File: config.mk
export PLATFORM = sky130hd
export DESIGN_NAME = lcd_pixel_writer_flat
export DESIGN_NICKNAME = d
export VERILOG_FILES = /design/src/rtl/lcd_pixel_writer_if.sv /design/src/rtl/lcd_pixel_writer.sv /design/src/flat_wrapper.sv
export SDC_FILE = /design/constraint.sdc
export NUM_CORES = 1
export LEC_CHECK = 0
export ABC_CLOCK_PERIOD_IN_PS = 3100
export CAP_MARGIN = 20
export CORE_MARGIN = 4
export CORE_UTILIZATION = 53
export DETAILED_ROUTE_END_ITERATION = 8
export PLACE_DENSITY = 0.78
export SKIP_CTS_REPAIR_TIMING = 1
export SYNTH_ARGS = -nofsm -noshare
export SYNTH_HDL_FRONTEND = slang
export SYNTH_SLANG_ARGS = --single-unit
File: constraint.sdc
create_clock -name clk -period 3.1 [get_ports clk]
set_input_delay 0.31 -clock clk [delete_from_list [all_inputs] [get_ports clk]]
set_output_delay 0.31 -clock clk [all_outputs]
set_load 0.05 [all_outputs]
File: src/rtl/lcd_pixel_writer_if.sv
// Signal bundle between the frame controller, the image ROM path and the LCD pixel writer.
// The slave side is the writer; the master side drives requests and ROM data.
interface lcd_pixel_writer_if #(
   parameter int unsigned CNT_WIDTH = 17
) ();
   logic                 start;
   logic                 abort;
   logic [15:0]          x0;
   logic [15:0]          x1;
   logic [15:0]          y0;
   logic [15:0]          y1;
   logic [CNT_WIDTH-1:0] pix_num;
   logic [15:0]          pix_data;
   logic                 addr_inc;
   logic                 lcd_cs_n;
   logic                 lcd_rs;
   logic                 lcd_wr_n;
   logic [15:0]          lcd_data;
   logic                 busy;
   logic                 done;

   modport master (
      output start, abort, x0, x1, y0, y1, pix_num, pix_data,
      input  addr_inc, lcd_cs_n, lcd_rs, lcd_wr_n, lcd_data, busy, done
   );

   modport slave (
      input  start, abort, x0, x1, y0, y1, pix_num, pix_data,
      output addr_inc, lcd_cs_n, lcd_rs, lcd_wr_n, lcd_data, busy, done
   );
endinterface

File: src/rtl/lcd_pixel_writer.sv
// 8080-parallel LCD writer: sends the CASET/PASET/RAMWR window sequence, then streams
// pix_num ROM pixels, pulsing addr_inc once per pixel to advance the address generator.
module lcd_pixel_writer #(
   parameter int unsigned WR_LOW    = 1,
   parameter int unsigned WR_HIGH   = 1,
   parameter int unsigned CNT_WIDTH = 17
) (
   input logic               clk,
   input logic               rstn,
   lcd_pixel_writer_if.slave bus
);
   localparam int unsigned SlotLen = WR_LOW + WR_HIGH;
   localparam int unsigned PhW     = $clog2(SlotLen);
   localparam logic [PhW-1:0] PhLast = PhW'(SlotLen - 1);
   localparam logic [PhW-1:0] PhLow  = PhW'(WR_LOW);
   localparam logic [3:0]     IdxLast = 4'd10;

   typedef enum logic [1:0] {StIdle, StCmd, StPix, StFin} state_e;

   state_e               state_q, state_d;
   logic [3:0]           idx_q, idx_d;
   logic [PhW-1:0]       ph_q, ph_d;
   logic [PhW-1:0]       ph_inc;
   logic [CNT_WIDTH-1:0] pix_cnt_q, pix_cnt_d;
   logic [15:0]          x0_q, x0_d, x1_q, x1_d, y0_q, y0_d, y1_q, y1_d;
   logic [CNT_WIDTH-1:0] pix_num_q, pix_num_d;
   logic                 cs_n_q, cs_n_d;
   logic                 rs_q, rs_d;
   logic                 wr_n_q, wr_n_d;
   logic [15:0]          data_q, data_d;
   logic                 addr_inc_q, addr_inc_d;
   logic                 busy_q, busy_d;
   logic                 done_q, done_d;

   logic [3:0]           cmd_idx;
   logic [15:0]          cmd_data;
   logic                 cmd_rs;

   // Word for the command slot about to start; slot 0 is a constant so it can be
   // issued on the same edge that latches the window coordinates.
   always_comb begin
      cmd_idx  = (state_q == StIdle) ? 4'd0 : idx_q + 4'd1;
      cmd_data = 16'h0000;
      case (cmd_idx)
         4'd0:    cmd_data = 16'h002A;
         4'd1:    cmd_data = {8'h00, x0_q[15:8]};
         4'd2:    cmd_data = {8'h00, x0_q[7:0]};
         4'd3:    cmd_data = {8'h00, x1_q[15:8]};
         4'd4:    cmd_data = {8'h00, x1_q[7:0]};
         4'd5:    cmd_data = 16'h002B;
         4'd6:    cmd_data = {8'h00, y0_q[15:8]};
         4'd7:    cmd_data = {8'h00, y0_q[7:0]};
         4'd8:    cmd_data = {8'h00, y1_q[15:8]};
         4'd9:    cmd_data = {8'h00, y1_q[7:0]};
         4'd10:   cmd_data = 16'h002C;
         default: cmd_data = 16'h0000;
      endcase
      cmd_rs = !((cmd_idx == 4'd0) || (cmd_idx == 4'd5) || (cmd_idx == 4'd10));
   end

   assign ph_inc = ph_q + PhW'(1);

   always_comb begin
      state_d    = state_q;
      idx_d      = idx_q;
      ph_d       = ph_q;
      pix_cnt_d  = pix_cnt_q;
      x0_d       = x0_q;
      x1_d       = x1_q;
      y0_d       = y0_q;
      y1_d       = y1_q;
      pix_num_d  = pix_num_q;
      cs_n_d     = cs_n_q;
      rs_d       = rs_q;
      wr_n_d     = wr_n_q;
      data_d     = data_q;
      addr_inc_d = 1'b0;
      busy_d     = busy_q;
      done_d     = 1'b0;

      unique case (state_q)
         StIdle: begin
            if (bus.start && !bus.abort) begin
               x0_d      = bus.x0;
               x1_d      = bus.x1;
               y0_d      = bus.y0;
               y1_d      = bus.y1;
               pix_num_d = bus.pix_num;
               state_d   = StCmd;
               idx_d     = 4'd0;
               ph_d      = '0;
               pix_cnt_d = '0;
               data_d    = cmd_data;
               rs_d      = cmd_rs;
               wr_n_d    = 1'b0;
               cs_n_d    = 1'b0;
               busy_d    = 1'b1;
            end
         end
         StCmd, StPix: begin
            if (bus.abort) begin
               state_d = StIdle;
               cs_n_d  = 1'b1;
               wr_n_d  = 1'b1;
               busy_d  = 1'b0;
            end else if (ph_q != PhLast) begin
               ph_d   = ph_inc;
               wr_n_d = (ph_inc >= PhLow);
            end else begin
               ph_d = '0;
               if ((state_q == StCmd) && (idx_q != IdxLast)) begin
                  idx_d  = idx_q + 4'd1;
                  data_d = cmd_data;
                  rs_d   = cmd_rs;
                  wr_n_d = 1'b0;
               end else if (pix_cnt_q != pix_num_q) begin
                  // pix_cnt_q is still zero on leaving CMD, so this also covers pix_num == 0.
                  state_d    = StPix;
                  pix_cnt_d  = pix_cnt_q + CNT_WIDTH'(1);
                  data_d     = bus.pix_data;
                  rs_d       = 1'b1;
                  wr_n_d     = 1'b0;
                  addr_inc_d = 1'b1;
               end else begin
                  state_d = StFin;
                  cs_n_d  = 1'b1;
                  rs_d    = 1'b1;
                  wr_n_d  = 1'b1;
                  busy_d  = 1'b0;
                  done_d  = 1'b1;
               end
            end
         end
         StFin: begin
            state_d = StIdle;
         end
         default: begin
            state_d = StIdle;
            cs_n_d  = 1'b1;
            wr_n_d  = 1'b1;
            busy_d  = 1'b0;
         end
      endcase
   end

   always_ff @(posedge clk or negedge rstn) begin
      if (!rstn) begin
         state_q    <= StIdle;
         idx_q      <= '0;
         ph_q       <= '0;
         pix_cnt_q  <= '0;
         x0_q       <= '0;
         x1_q       <= '0;
         y0_q       <= '0;
         y1_q       <= '0;
         pix_num_q  <= '0;
         cs_n_q     <= 1'b1;
         rs_q       <= 1'b1;
         wr_n_q     <= 1'b1;
         data_q     <= '0;
         addr_inc_q <= 1'b0;
         busy_q     <= 1'b0;
         done_q     <= 1'b0;
      end else begin
         state_q    <= state_d;
         idx_q      <= idx_d;
         ph_q       <= ph_d;
         pix_cnt_q  <= pix_cnt_d;
         x0_q       <= x0_d;
         x1_q       <= x1_d;
         y0_q       <= y0_d;
         y1_q       <= y1_d;
         pix_num_q  <= pix_num_d;
         cs_n_q     <= cs_n_d;
         rs_q       <= rs_d;
         wr_n_q     <= wr_n_d;
         data_q     <= data_d;
         addr_inc_q <= addr_inc_d;
         busy_q     <= busy_d;
         done_q     <= done_d;
      end
   end

   assign bus.addr_inc = addr_inc_q;
   assign bus.lcd_cs_n = cs_n_q;
   assign bus.lcd_rs   = rs_q;
   assign bus.lcd_wr_n = wr_n_q;
   assign bus.lcd_data = data_q;
   assign bus.busy     = busy_q;
   assign bus.done     = done_q;
endmodule

File: src/flat_wrapper.sv
// flat-port wrapper written by rule: the top's interface ports become plain ports
module lcd_pixel_writer_flat 
#(
   parameter int unsigned WR_LOW    = 1,
   parameter int unsigned WR_HIGH   = 1,
   parameter int unsigned CNT_WIDTH = 17
)
  (clk, rstn, bus_start, bus_abort, bus_x0, bus_x1, bus_y0, bus_y1, bus_pix_num, bus_pix_data, bus_addr_inc, bus_lcd_cs_n, bus_lcd_rs, bus_lcd_wr_n, bus_lcd_data, bus_busy, bus_done);
  lcd_pixel_writer_if #(.CNT_WIDTH(CNT_WIDTH)) bus_i ();
  input logic clk;
  input logic rstn;
  input wire logic [$bits(bus_i.start)-1:0] bus_start;
  input wire logic [$bits(bus_i.abort)-1:0] bus_abort;
  input wire logic [$bits(bus_i.x0)-1:0] bus_x0;
  input wire logic [$bits(bus_i.x1)-1:0] bus_x1;
  input wire logic [$bits(bus_i.y0)-1:0] bus_y0;
  input wire logic [$bits(bus_i.y1)-1:0] bus_y1;
  input wire logic [$bits(bus_i.pix_num)-1:0] bus_pix_num;
  input wire logic [$bits(bus_i.pix_data)-1:0] bus_pix_data;
  output wire logic [$bits(bus_i.addr_inc)-1:0] bus_addr_inc;
  output wire logic [$bits(bus_i.lcd_cs_n)-1:0] bus_lcd_cs_n;
  output wire logic [$bits(bus_i.lcd_rs)-1:0] bus_lcd_rs;
  output wire logic [$bits(bus_i.lcd_wr_n)-1:0] bus_lcd_wr_n;
  output wire logic [$bits(bus_i.lcd_data)-1:0] bus_lcd_data;
  output wire logic [$bits(bus_i.busy)-1:0] bus_busy;
  output wire logic [$bits(bus_i.done)-1:0] bus_done;
  assign bus_i.start = bus_start;
  assign bus_i.abort = bus_abort;
  assign bus_i.x0 = bus_x0;
  assign bus_i.x1 = bus_x1;
  assign bus_i.y0 = bus_y0;
  assign bus_i.y1 = bus_y1;
  assign bus_i.pix_num = bus_pix_num;
  assign bus_i.pix_data = bus_pix_data;
  assign bus_addr_inc = bus_i.addr_inc;
  assign bus_lcd_cs_n = bus_i.lcd_cs_n;
  assign bus_lcd_rs = bus_i.lcd_rs;
  assign bus_lcd_wr_n = bus_i.lcd_wr_n;
  assign bus_lcd_data = bus_i.lcd_data;
  assign bus_busy = bus_i.busy;
  assign bus_done = bus_i.done;
  lcd_pixel_writer #(.WR_LOW(WR_LOW), .WR_HIGH(WR_HIGH), .CNT_WIDTH(CNT_WIDTH)) u_core (.clk(clk), .rstn(rstn), .bus(bus_i));
endmodule
# Word-level counts from Yosys, hierarchy flattened
# Index checks and enable logic that the tools add are counted.
# Widths: inputs -> output; s select.
# totals
regBits	127
latch_bits	0
ramBits	0
romBits	0
in_bits	101
out_inout_bits	22
wordCells	122
n_memories	0
# classes
add_sub_neg	3
multipliers	0
n_div	0
n_lt_le_gt_ge	1
n_eq_ne	25
n_shift	0
n_mux	58
n_bitwise	0
reduce_logical	19
# op_table
operator	count
$pmux 8 s11	1
$mux 17	5
$mux 16	5
$pmux 17 s2	1
$pmux 16 s2	1
$mux 1	29
$mux 4	5
$add 17x1->17 const B	1
$ne 17x17->1	1
$eq 4x3->1 const B	4
$reduce_and 5->1	3
$eq 4x4->1 const B	3
$pmux 1 s2	5
$eq 4x2->1 const B	2
$mux 2	4
$pmux 4 s2	1
$ne 2x1->1 const B	3
$ne 2x2->1 const B	3
$ne 3x3->1 const B	2
$pmux 2 s3	1
$reduce_and 3->1	2
$reduce_and 6->1	1
$add 4x1->4 const B	1
$eq 2x2->1 const B	2
16 further kinds	20

# Depth between registers and ports, before layout
# Gate-level depths: netlist of the first run.
# depth
word_depth	10
depth_mapped	12
depth_no_buf	8

# Worst setup path before layout of the first run
# OpenSTA, ideal clock, no wires.
# synth_timing
kind	register to register
startpoint	reg u_core.idx_q[0]
endpoint	reg u_core.data_q[3] (netlist: u_core.bus.lcd_data[3])
arrival_time_ns	2.452
path_slack_ns	0.522
path_stages_with_launch	12
synth_period_minus_slack_ns	2.578
cell_sequence	dfrtp_1 buf_4 buf_4 inv_1 ha_1 buf_2 nor2b_1 and3_1 or2_1 a221oi_1 a31oi_1 a221o_1
# synth_between
elab_chain_cells	8
word_cells_on_any_way	23
# synth_rtl
item	line_no	rtl
start, declared	lcd_pixel_writer.sv:21	logic [3:0] idx_q, idx_d;
start signal, assigned	lcd_pixel_writer.sv:166	idx_q <= idx_d;
$add 4x1->4	lcd_pixel_writer.sv:42	cmd_idx = (state_q == StIdle) ? 4'd0 : idx_q + 4'd1;
$mux 4	lcd_pixel_writer.sv:42	
$eq 4x4->1 (tied with other cells)	lcd_pixel_writer.sv:44	case (cmd_idx)
$pmux 8 s11	lcd_pixel_writer.sv:44	
$mux 16	lcd_pixel_writer.sv:111	if ((state_q == StCmd) && (idx_q != IdxLast)) begin
$mux 16	lcd_pixel_writer.sv:106	end else if (ph_q != PhLast) begin
$mux 16	lcd_pixel_writer.sv:101	if (bus.abort) begin
$pmux 16 s2	lcd_pixel_writer.sv:81	unique case (state_q)
end signal, assigned	lcd_pixel_writer.sv:177	data_q <= data_d;
end, declared	lcd_pixel_writer.sv:30	logic [15:0] data_q, data_d;
# Several ways; a longest one is shown, not always the timed one. The select of a mux whose other input is x is not followed.
# A chain may end at the register's enable or synchronous reset.

# Final worst setup path of the first run
# layout_timing
startpoint	reg u_core.state_q[0]
endpoint	reg u_core.data_q[1] (netlist: u_core.bus.lcd_data[1])
# layout_between
elab_chain_cells	8
word_cells_on_any_way	29
# layout_rtl
item	line_no	rtl
start, declared	lcd_pixel_writer.sv:20	state_e state_q, state_d;
start signal, assigned	lcd_pixel_writer.sv:148	state_q <= StIdle;
start signal, assigned	lcd_pixel_writer.sv:165	state_q <= state_d;
$logic_not 2->1	lcd_pixel_writer.sv:42, lcd_pixel_writer.sv:81	
$mux 4	lcd_pixel_writer.sv:42	
$eq 4x4->1 (tied with other cells)	lcd_pixel_writer.sv:44	
$pmux 8 s11	lcd_pixel_writer.sv:44	
$mux 16	lcd_pixel_writer.sv:111	
$mux 16	lcd_pixel_writer.sv:106	
$mux 16	lcd_pixel_writer.sv:101	
$pmux 16 s2	lcd_pixel_writer.sv:81	
# Several ways; a longest one is shown, not always the timed one. The select of a mux whose other input is x is not followed.

==> reports/results.txt, run 1 <==
TritonCTS built the clock tree. The worst-case headroom to the max-slew limit is 0.4942, and the worst-case setup margin in the final layout is 226.7 ps. The number of antenna violations at the first check in global routing was 0; the average wire per cell in the routed design was 20.70 um. The run gives 0.4828 as the post-synthesis sequential area ratio. The tools report the launch point of the worst reg-to-reg path as u_core.state_q[0].

The initial standard-cell utilization of the core is 0.5441. The tools report the detailed-placement wirelength estimate as 13.36 mm. For this run, the leading register cell type out of synthesis is dfrtp_1.

The clock slew seen by the registers of the worst setup and hold paths was 50 ps. Prior to clock tree synthesis, the placed netlist has a worst setup slack of 181.3 ps. After synthesis the netlist holds a flip-flop and latch count of 127. Entering global routing, the biggest net connects 128 pins. In this run the remaining antenna-violating nets after routing total 0.

In the final timing run, aggregate negative setup slack is 0 ps. Across the whole layout, storage elements account for 3182 um2. On the final layout, the worst hold slack is 3.036 ps. The run gives 0 as the max capacitance violation total. The fraction of registers with async set/reset was 1.000. The count of buffers added on input and output ports is 122. The element type at the critical path end was a register. The run gives 607 as the number of design-rule violations left by the first detailed-router iteration. The number of nets at the end of the flow is 806. In this run the worst hold path is classified as input port to asynchronous set/reset pin. Summing all multi-input logic gate instances after layout gives 3222 um2.

Summed over all cells, the static leakage comes to 3.577 nW. The leading area contributor after synthesis is dfrtp_1. The clock reaches the later pin of the worst-skew pair after 420 ps. The core utilization of the finished layout was 0.7077; the core region area was 12110 um2. For this run, design rule violations remaining after detail routing come to 0. Ranked by total cell area, the synthesized netlist is headed by dfrtp_1 (47%), mux2_2 (14%), xor2_1 (2.8%). In the routed layout, each cell is associated on average with a via count of 6.085.

Endpoint of the most critical register-to-register path: u_core.bus.lcd_data[1]. The maximum vdd ir drop is 0.5259 mV. Counting the fill cells in the layout gives 881.

The critical path is of the register to register type. The congestion estimate from routability-driven global placement came to 0.9807. Setup repair after global routing left no endpoint under its margin. In this run the horizontal extent of the chip is 119.5 um. Power density over the cells: 1027 nW/um2. The worst register-to-register path has a depth of 8. The flow ran to the end, and the final reports show no timing, DRC or antenna violations. The share of the clock period used by the worst path works out to 0.9269. 123 I/O pins were placed. The run gives 6590 um2 as the summed instance area of the synthesized netlist. The maximum fanout along the worst path works out to 17. The tools report the root buffer cell as clkbuf_16. The number of endpoints with negative hold slack in the final report is 0, and the first-pass GRT wire length is 29.04 mm.

Summed over all layers, the global routing overflow is 0. The tools report the via count of the first global-routing pass as 5601. In this run the worst setup path begins at u_core.state_q[0]. Data arrives at the worst endpoint at 3170 ps.

Overall power consumption after layout is estimated at 8.806 mW. Counting every instance in the synthesized netlist gives 573. The clock tree synthesis step divided the H-tree into 4 levels. The number of placement rows came out at 40. The most critical setup path has its endpoint at u_core.bus.lcd_data[1]. The fraction of final layout cells sized beyond drive strength 1 is 0.2110. Derived from the worst setup path, the maximum achievable clock frequency is 348.0 MHz. At the pin with the least slew margin, the transition time is 748.6 ps. The run gives 3400 ps as the required time of the critical path. The total length of routed wires was 18.20 mm; the chip height was 119.5 um. The portion of synthesized cell area occupied by the leading cell type came out at 0.4709.

The first TritonRoute pass finished after 7 iterations. The die covers 14280 um2. The count of distinct cell types in the synthesized netlist was 79. Synthesized area per cell: 11.50 um2. The number of nets handed over by synthesis was 681.

Setup slack on the worst reg-to-reg path comes out at 230 ps. Counting along the longest clock path gives a buffer depth of 2. After layout, the minimum clock period comes to 2873 ps. The area added between synthesis and finish was 30.07%; the number of inserted diodes was 0. The run gives 17 as the number of buffers inserted during clock tree synthesis.

The total number of vias was 5349; the number of enable-type register cells in the synthesized netlist was 0. For the global-route total usage across every layer, the log shows 0.2612. Setup violations remaining at the end of the flow were counted as 0. The number of max-slew violations in the final report came out at 0. The count of clock tree sinks is 127. The worst-case clock skew is 10.93 ps. Warning count from the yosys run: 0. The kind of start point of the critical path is a register.
[final cells by class]
type / instances / share of cell area
Inverter: 8 / 0.003503
Multi-Input combinational cell: 404 / 0.3759
Sequential cell: 127 / 0.3712
Clock inverter: 6 / 0.007006
Tap cell: 168 / 0.02452
Timing Repair Buffer: 140 / 0.1609
Clock buffer: 26 / 0.05707
[worst min path at each step]
stage               start                       to  slack [ps]
finish               rstn   u_core.bus.lcd_data[9]           3
CTS                  rstn      u_core.bus.addr_inc          20
global route         rstn  u_core.bus.lcd_data[13]          60
detailed placement   rstn   u_core.bus.lcd_data[8]         470
global placement     rstn  u_core.bus.lcd_data[14]         460
floorplan            rstn      u_core.bus.addr_inc          10
[where the power goes]
part           switching, mW  internal [mW]  leakage (nW)
Combinational           2.24           1.71          1.76
Sequential             0.613           2.39          1.56
Clock                  0.691           1.16         0.264
Total                   3.55           5.26          3.58
[worst max-delay path: stages (launching register included)]
cell and delay (ps):
dfrtp_1 430, inv_1 80, ha_1 560, nor2b_1 230
and3_1 270, or2_1 300, a222oi_1 380, nand4_1 170
a221o_1 320
[stage by stage]
stage	cells	instance area, um2
after floorplan	573	6590
after global placement	847	8006
after detailed placement	847	8006
after CTS	879	8556
after global routing	879	8572
final	879	8572
[cells by family after synthesis]
group / synth area share
compound gates: 0.1583
xor+xnor: 0.02791
fa+ha+maj: 0.01329
buf+inv: 0.03114
flops: 0.4828
mux: 0.1528
simple gates: 0.1337
[state kept, by name, summed over array words and instances (netlist names), 2 cells and up]
register	flops
u_core.x1_q	16
u_core.idx_q	4
u_core.pix_num_q	17
u_core.bus.lcd_data	16
u_core.pix_cnt_q	17
u_core.y1_q	16
u_core.y0_q	16
u_core.x0_q	16
u_core.state_q	2
[synth_stat cells, types with 10 or more instances]
cell / number
a21oi_1: 22
a22o_1: 14
buf_2: 20
dfrtp_1: 124
mux2_2: 84
nand2_1: 36
nand2b_1: 10
nand3_1: 15
nor2_1: 18
nor3_1: 10
o21ai_0: 20
xor2_1: 21
[layer usage]
| metal | wire length [um] | GRT usage |
|---|---|---|
| met1 | 7461 | 0.3323 |
| met2 | 8841 | 0.4216 |
| met3 | 1140 | 0.05891 |
| met4 | 753 | 0.1310 |
| met5 | 0 | 0 |
[cells in the final DEF (no fill, tap or decap), types with 6 or more instances in the layout]
master	Yosys	layout
a21oi_1	22	22
a221o_1	6	6
a22o_1	14	14
a22oi_1	8	8
a31oi_1	6	6
and3_1	8	8
buf_4	4	17
clkbuf_1	8	6
clkbuf_16	0	17
clkdlybuf4s50_1	0	121
dfrtp_1	124	124
ha_1	7	7
inv_1	8	8
mux2_2	84	84
nand2_1	36	36
nand2b_1	10	10
nand3_1	15	15
nor2_1	18	18
nor2b_1	6	6
nor3_1	10	10
o211ai_1	8	8
o21ai_0	20	20
o31ai_1	8	8
xor2_1	21	21
(Power assumes the default switching activity.)
==> run 2: changes to the inputs <==
--- a/config.mk
+++ b/config.mk
@@ -5,13 +5,14 @@
 export SDC_FILE = /design/constraint.sdc
 export NUM_CORES = 1
 export LEC_CHECK = 0
-export ABC_CLOCK_PERIOD_IN_PS = 3100
+export ABC_CLOCK_PERIOD_IN_PS = 2600
 export CAP_MARGIN = 20
 export CORE_MARGIN = 4
-export CORE_UTILIZATION = 53
+export CORE_UTILIZATION = 48
 export DETAILED_ROUTE_END_ITERATION = 8
-export PLACE_DENSITY = 0.78
+export PLACE_DENSITY = 0.74
 export SKIP_CTS_REPAIR_TIMING = 1
+export SLEW_MARGIN = 15
 export SYNTH_ARGS = -nofsm -noshare
 export SYNTH_HDL_FRONTEND = slang
 export SYNTH_SLANG_ARGS = --single-unit
==> constraint.sdc (replaced) <==
create_clock -name clk -period 2.6 [get_ports clk]
set_input_delay 0.65 -clock clk [delete_from_list [all_inputs] [get_ports clk]]
set_output_delay 0.65 -clock clk [all_outputs]
set_load 0.05 [all_outputs]
==> run 2 against run 1 <==
- routed wire length grew 0.12%
- critical endpoint is now u_core.bus.lcd_data[7]
- utilization shrank 3.5 points
- clock power grew 32%
- first-iteration DRC count shrank 24%
- clock-buffer cell count shrank 1
- combinational power grew 32%
- power grew 27%
- sequential power grew 17%
- clock skew shrank 4.7 ps
- maximum frequency grew 13%
==> reports/results.txt, run 2 (same netlist as run 1, synthesis figures left out) <==
The flow ran to the end, and the final reports show no timing, DRC or antenna violations. The clock slew seen by the registers of the worst setup and hold paths was 50 ps (about the same); the setup TNS was 0 ps (unchanged). The initial standard-cell utilization of the core is 0.4937 (-0.05039). The number of nets at the end of the flow came out at 844 (+4.7%). The maximum fanout along the worst path was 11 (-6); the fraction of final layout cells sized beyond drive strength 1 was 0.2597 (+0.04874). Filler-free cell count of the finished design: 923 (+5.0%).

Average vias per placed instance: 5.781 (-5.0%). The average wire per cell in the routed design is 19.74 um (-4.7%). The area of the die is 15670 um2 (+9.7%). TritonCTS built the clock tree. The logs give 2840 ps (-330 ps) for the endpoint arrival time on the critical path and 2 (unchanged) for the clock tree buffer depth. STA classifies the critical path startpoint as a register. CTS placed an instance of clkbuf_16 at the clock tree root. STA classifies the critical path endpoint as a register.

The worst-case headroom to the max-slew limit was 0.6384 (+0.1443); the clock latency on the worst-skew pair was 420 ps (about the same). Most common cell after layout, fill and taps aside: dfrtp_1. Leaving out fill and tap cells, the most frequent cells in the layout are dfrtp_1 (124), clkdlybuf4s50_1 (121), mux2_2 (84), buf_4 (52), nand2_1 (35).

The tools report the number of max-slew violations in the final report as 0 (unchanged). The area of all placed cells without fillers is 8977 um2 (+4.7%), and the number of design-rule violations left by the first detailed-router iteration is 461 (-24%). The number of cells in the design after placement was 893 (+5.4%); the core region area was 13350 um2 (+10%).

The number of buffers inserted during clock tree synthesis is 17 (unchanged). By startpoint and endpoint, the worst setup path is classified as register to register. In this design, the critical path's most frequently occurring cell is buf_4. The final period demand of the worst path was 2543 ps (-330.1 ps). The H-tree level count came out at 4 (unchanged). The count of clock tree sinks came out at 127 (unchanged). In the final layout, the registers with the most flip-flops are u_core.pix_cnt_q (17), u_core.pix_num_q (17).

The number of buffers and inverters on the critical path was 4 (+3). The pin count of the biggest net entering global routing was 78 (-39%). The tools report the cell leakage power as 3.816 nW (+6.7%).

The number of antenna violations at the first check in global routing was 0 (unchanged). The cell family contributing the most delay on the critical path is compound AO/OA/AOI/OAI gates. The peak clock frequency supported by timing is 393.2 MHz (+13%).

The transition time at the pin with the least slew margin came out at 538.7 ps (-209.9 ps). The first-pass detailed-route iteration total was 5 (-2); the first-pass GRT wire length was 29.49 mm (+1.6%). The quantity of I/O buffers inserted on ports is 122 (unchanged), and the number of inserted diodes is 0 (unchanged).

Traced cell by cell, the critical path runs through inv_1, ha_2, buf_4, nor3_1, buf_4, a22o_1, a31oi_1, o21ai_0, o31ai_2, buf_4, a21oi_1. The required time of the critical path is 2890 ps (-510 ps). The power density over the cells was 1243 nW/um2 (+21%); the final-report setup violation count was 0 (unchanged).

The final weighted congestion in routability-driven placement is 0.9750 (-0.58%). The logs give 0 (unchanged) for the number of endpoints with negative hold slack in the final report and 13.68 mm (+2.5%) for the detailed-placement wirelength estimate. The worst-case clock skew was 6.222 ps (-4.710 ps); the die span in x was 125.2 um (+4.7%). The number of placement rows came out at 42 (+5.0%). Setup repair after global routing left no endpoint under its margin. The tools report the max capacitance violation total as 0 (unchanged).

The run gives 0 (unchanged) as the number of routed nets with antenna violations. The largest stage delay on the critical path came out at 410 ps (-150 ps). The logs give 0 (unchanged) for the sum of overflow across all layers after global routing and 8339 um2 (+4.2%) for the total cell area at the placement stage.

The run gives 0.6270 mV (+19%) as the maximum vdd ir drop. The global-route total usage across every layer came out at 0.2369 (-0.02430). The total number of vias is 5336 (-0.24%), and the via count of the first global-routing pass is 5523 (-1.4%).

For this design, the slowest cell found on the critical path is dfrtp_1. The tightest min-delay check is of the input port to asynchronous set/reset pin type. Relative to the synthesized area, the layout overhead comes to 36.23%.

The share of the clock period used by the worst path is 0.9782 (+0.05128). The number of top-level design ports was 123 (unchanged). The chip height is 125.2 um (+4.7%), and the total DRC errors in the routed layout is 0 (unchanged). Total length of routed wires: 18.22 mm (+0.12%).
==> run 2: changes by cell type in the layout (fill, tap and decap cells not counted), sizes merged <==
cell,delta
buf,+38
clkbuf,-1
bufinv,+2
clkinvlp,-1
clkinv,-2
==> run 2: worst register-to-register path, delay by kind of cell (launching register included) <==
family | cells | cell delay, ps
AOI/OAI and AO/OA | 5 | 990
adders and majority gates | 1 | 320
buffers and inverters | 4 | 650
DFF | 1 | 410
and+or+nand+nor | 1 | 50
==> run 2: through the flow <==
step / util / total power, mW / hold slack, ps / worst slack (ps)
finish: 0.6726 / 11.15 / 216.6 / 56.80
floorplan: - / 6.715 / 354.4 / 21.65
CTS: 0.6703 / 11.08 / 224.3 / -57.58
detailed placement: 0.6248 / 8.603 / 481.7 / -24.94
global route: 0.6726 / 11.77 / 237.4 / 10.68
global placement: 0.6248 / 8.455 / 490.4 / 0.7967
==> run 2: path summary, 6_finish.rpt <==
check	start	to	slack, ps	depth (start not counted)
setup / recovery	u_core.state_q[1]	u_core.bus.lcd_data[7]	60	11
hold / removal	rstn	u_core.bus.lcd_data[12]	220	2
setup reg to reg	u_core.state_q[1]	u_core.bus.lcd_data[7]	60	11
hold reg to reg	u_core.bus.lcd_data[9]	u_core.bus.lcd_data[9]	500	1
max in group asynchronous	rstn	u_core.bus.lcd_rs	2000	2
min in group clk	u_core.bus.lcd_data[9]	u_core.bus.lcd_data[9]	500	1
==> run 2: layout make-up <==
| cell class | instances | area, um2 |
|---|---|---|
| fill | 1042 | 4370 |
| multi-input combinational | 404 | 3236 |
| sequential | 127 | 3182 |
| timing repair buffer | 178 | 1702 |
| clock buffer | 25 | 505.5 |
| tap | 176 | 220.2 |
| clock inverter | 5 | 102.6 |
| inverter | 8 | 30.03 |
==> run 2: metal layers <==
layer,global-route usage,vias up,wire [um]
met2,0.3907,204,9013
li1,-,2489,-
met1,0.3078,2612,7664
met3,0.05373,31,1106
met4,0.08610,0,434
met5,0,-,0
==> run 2: power breakdown <==
part	leakage, nW	internal, mW	total, mW	switching, mW
combinational	1.96	2.42	5.21	2.79
sequential	1.56	2.85	3.51	0.666
clock	0.295	1.62	2.44	0.814
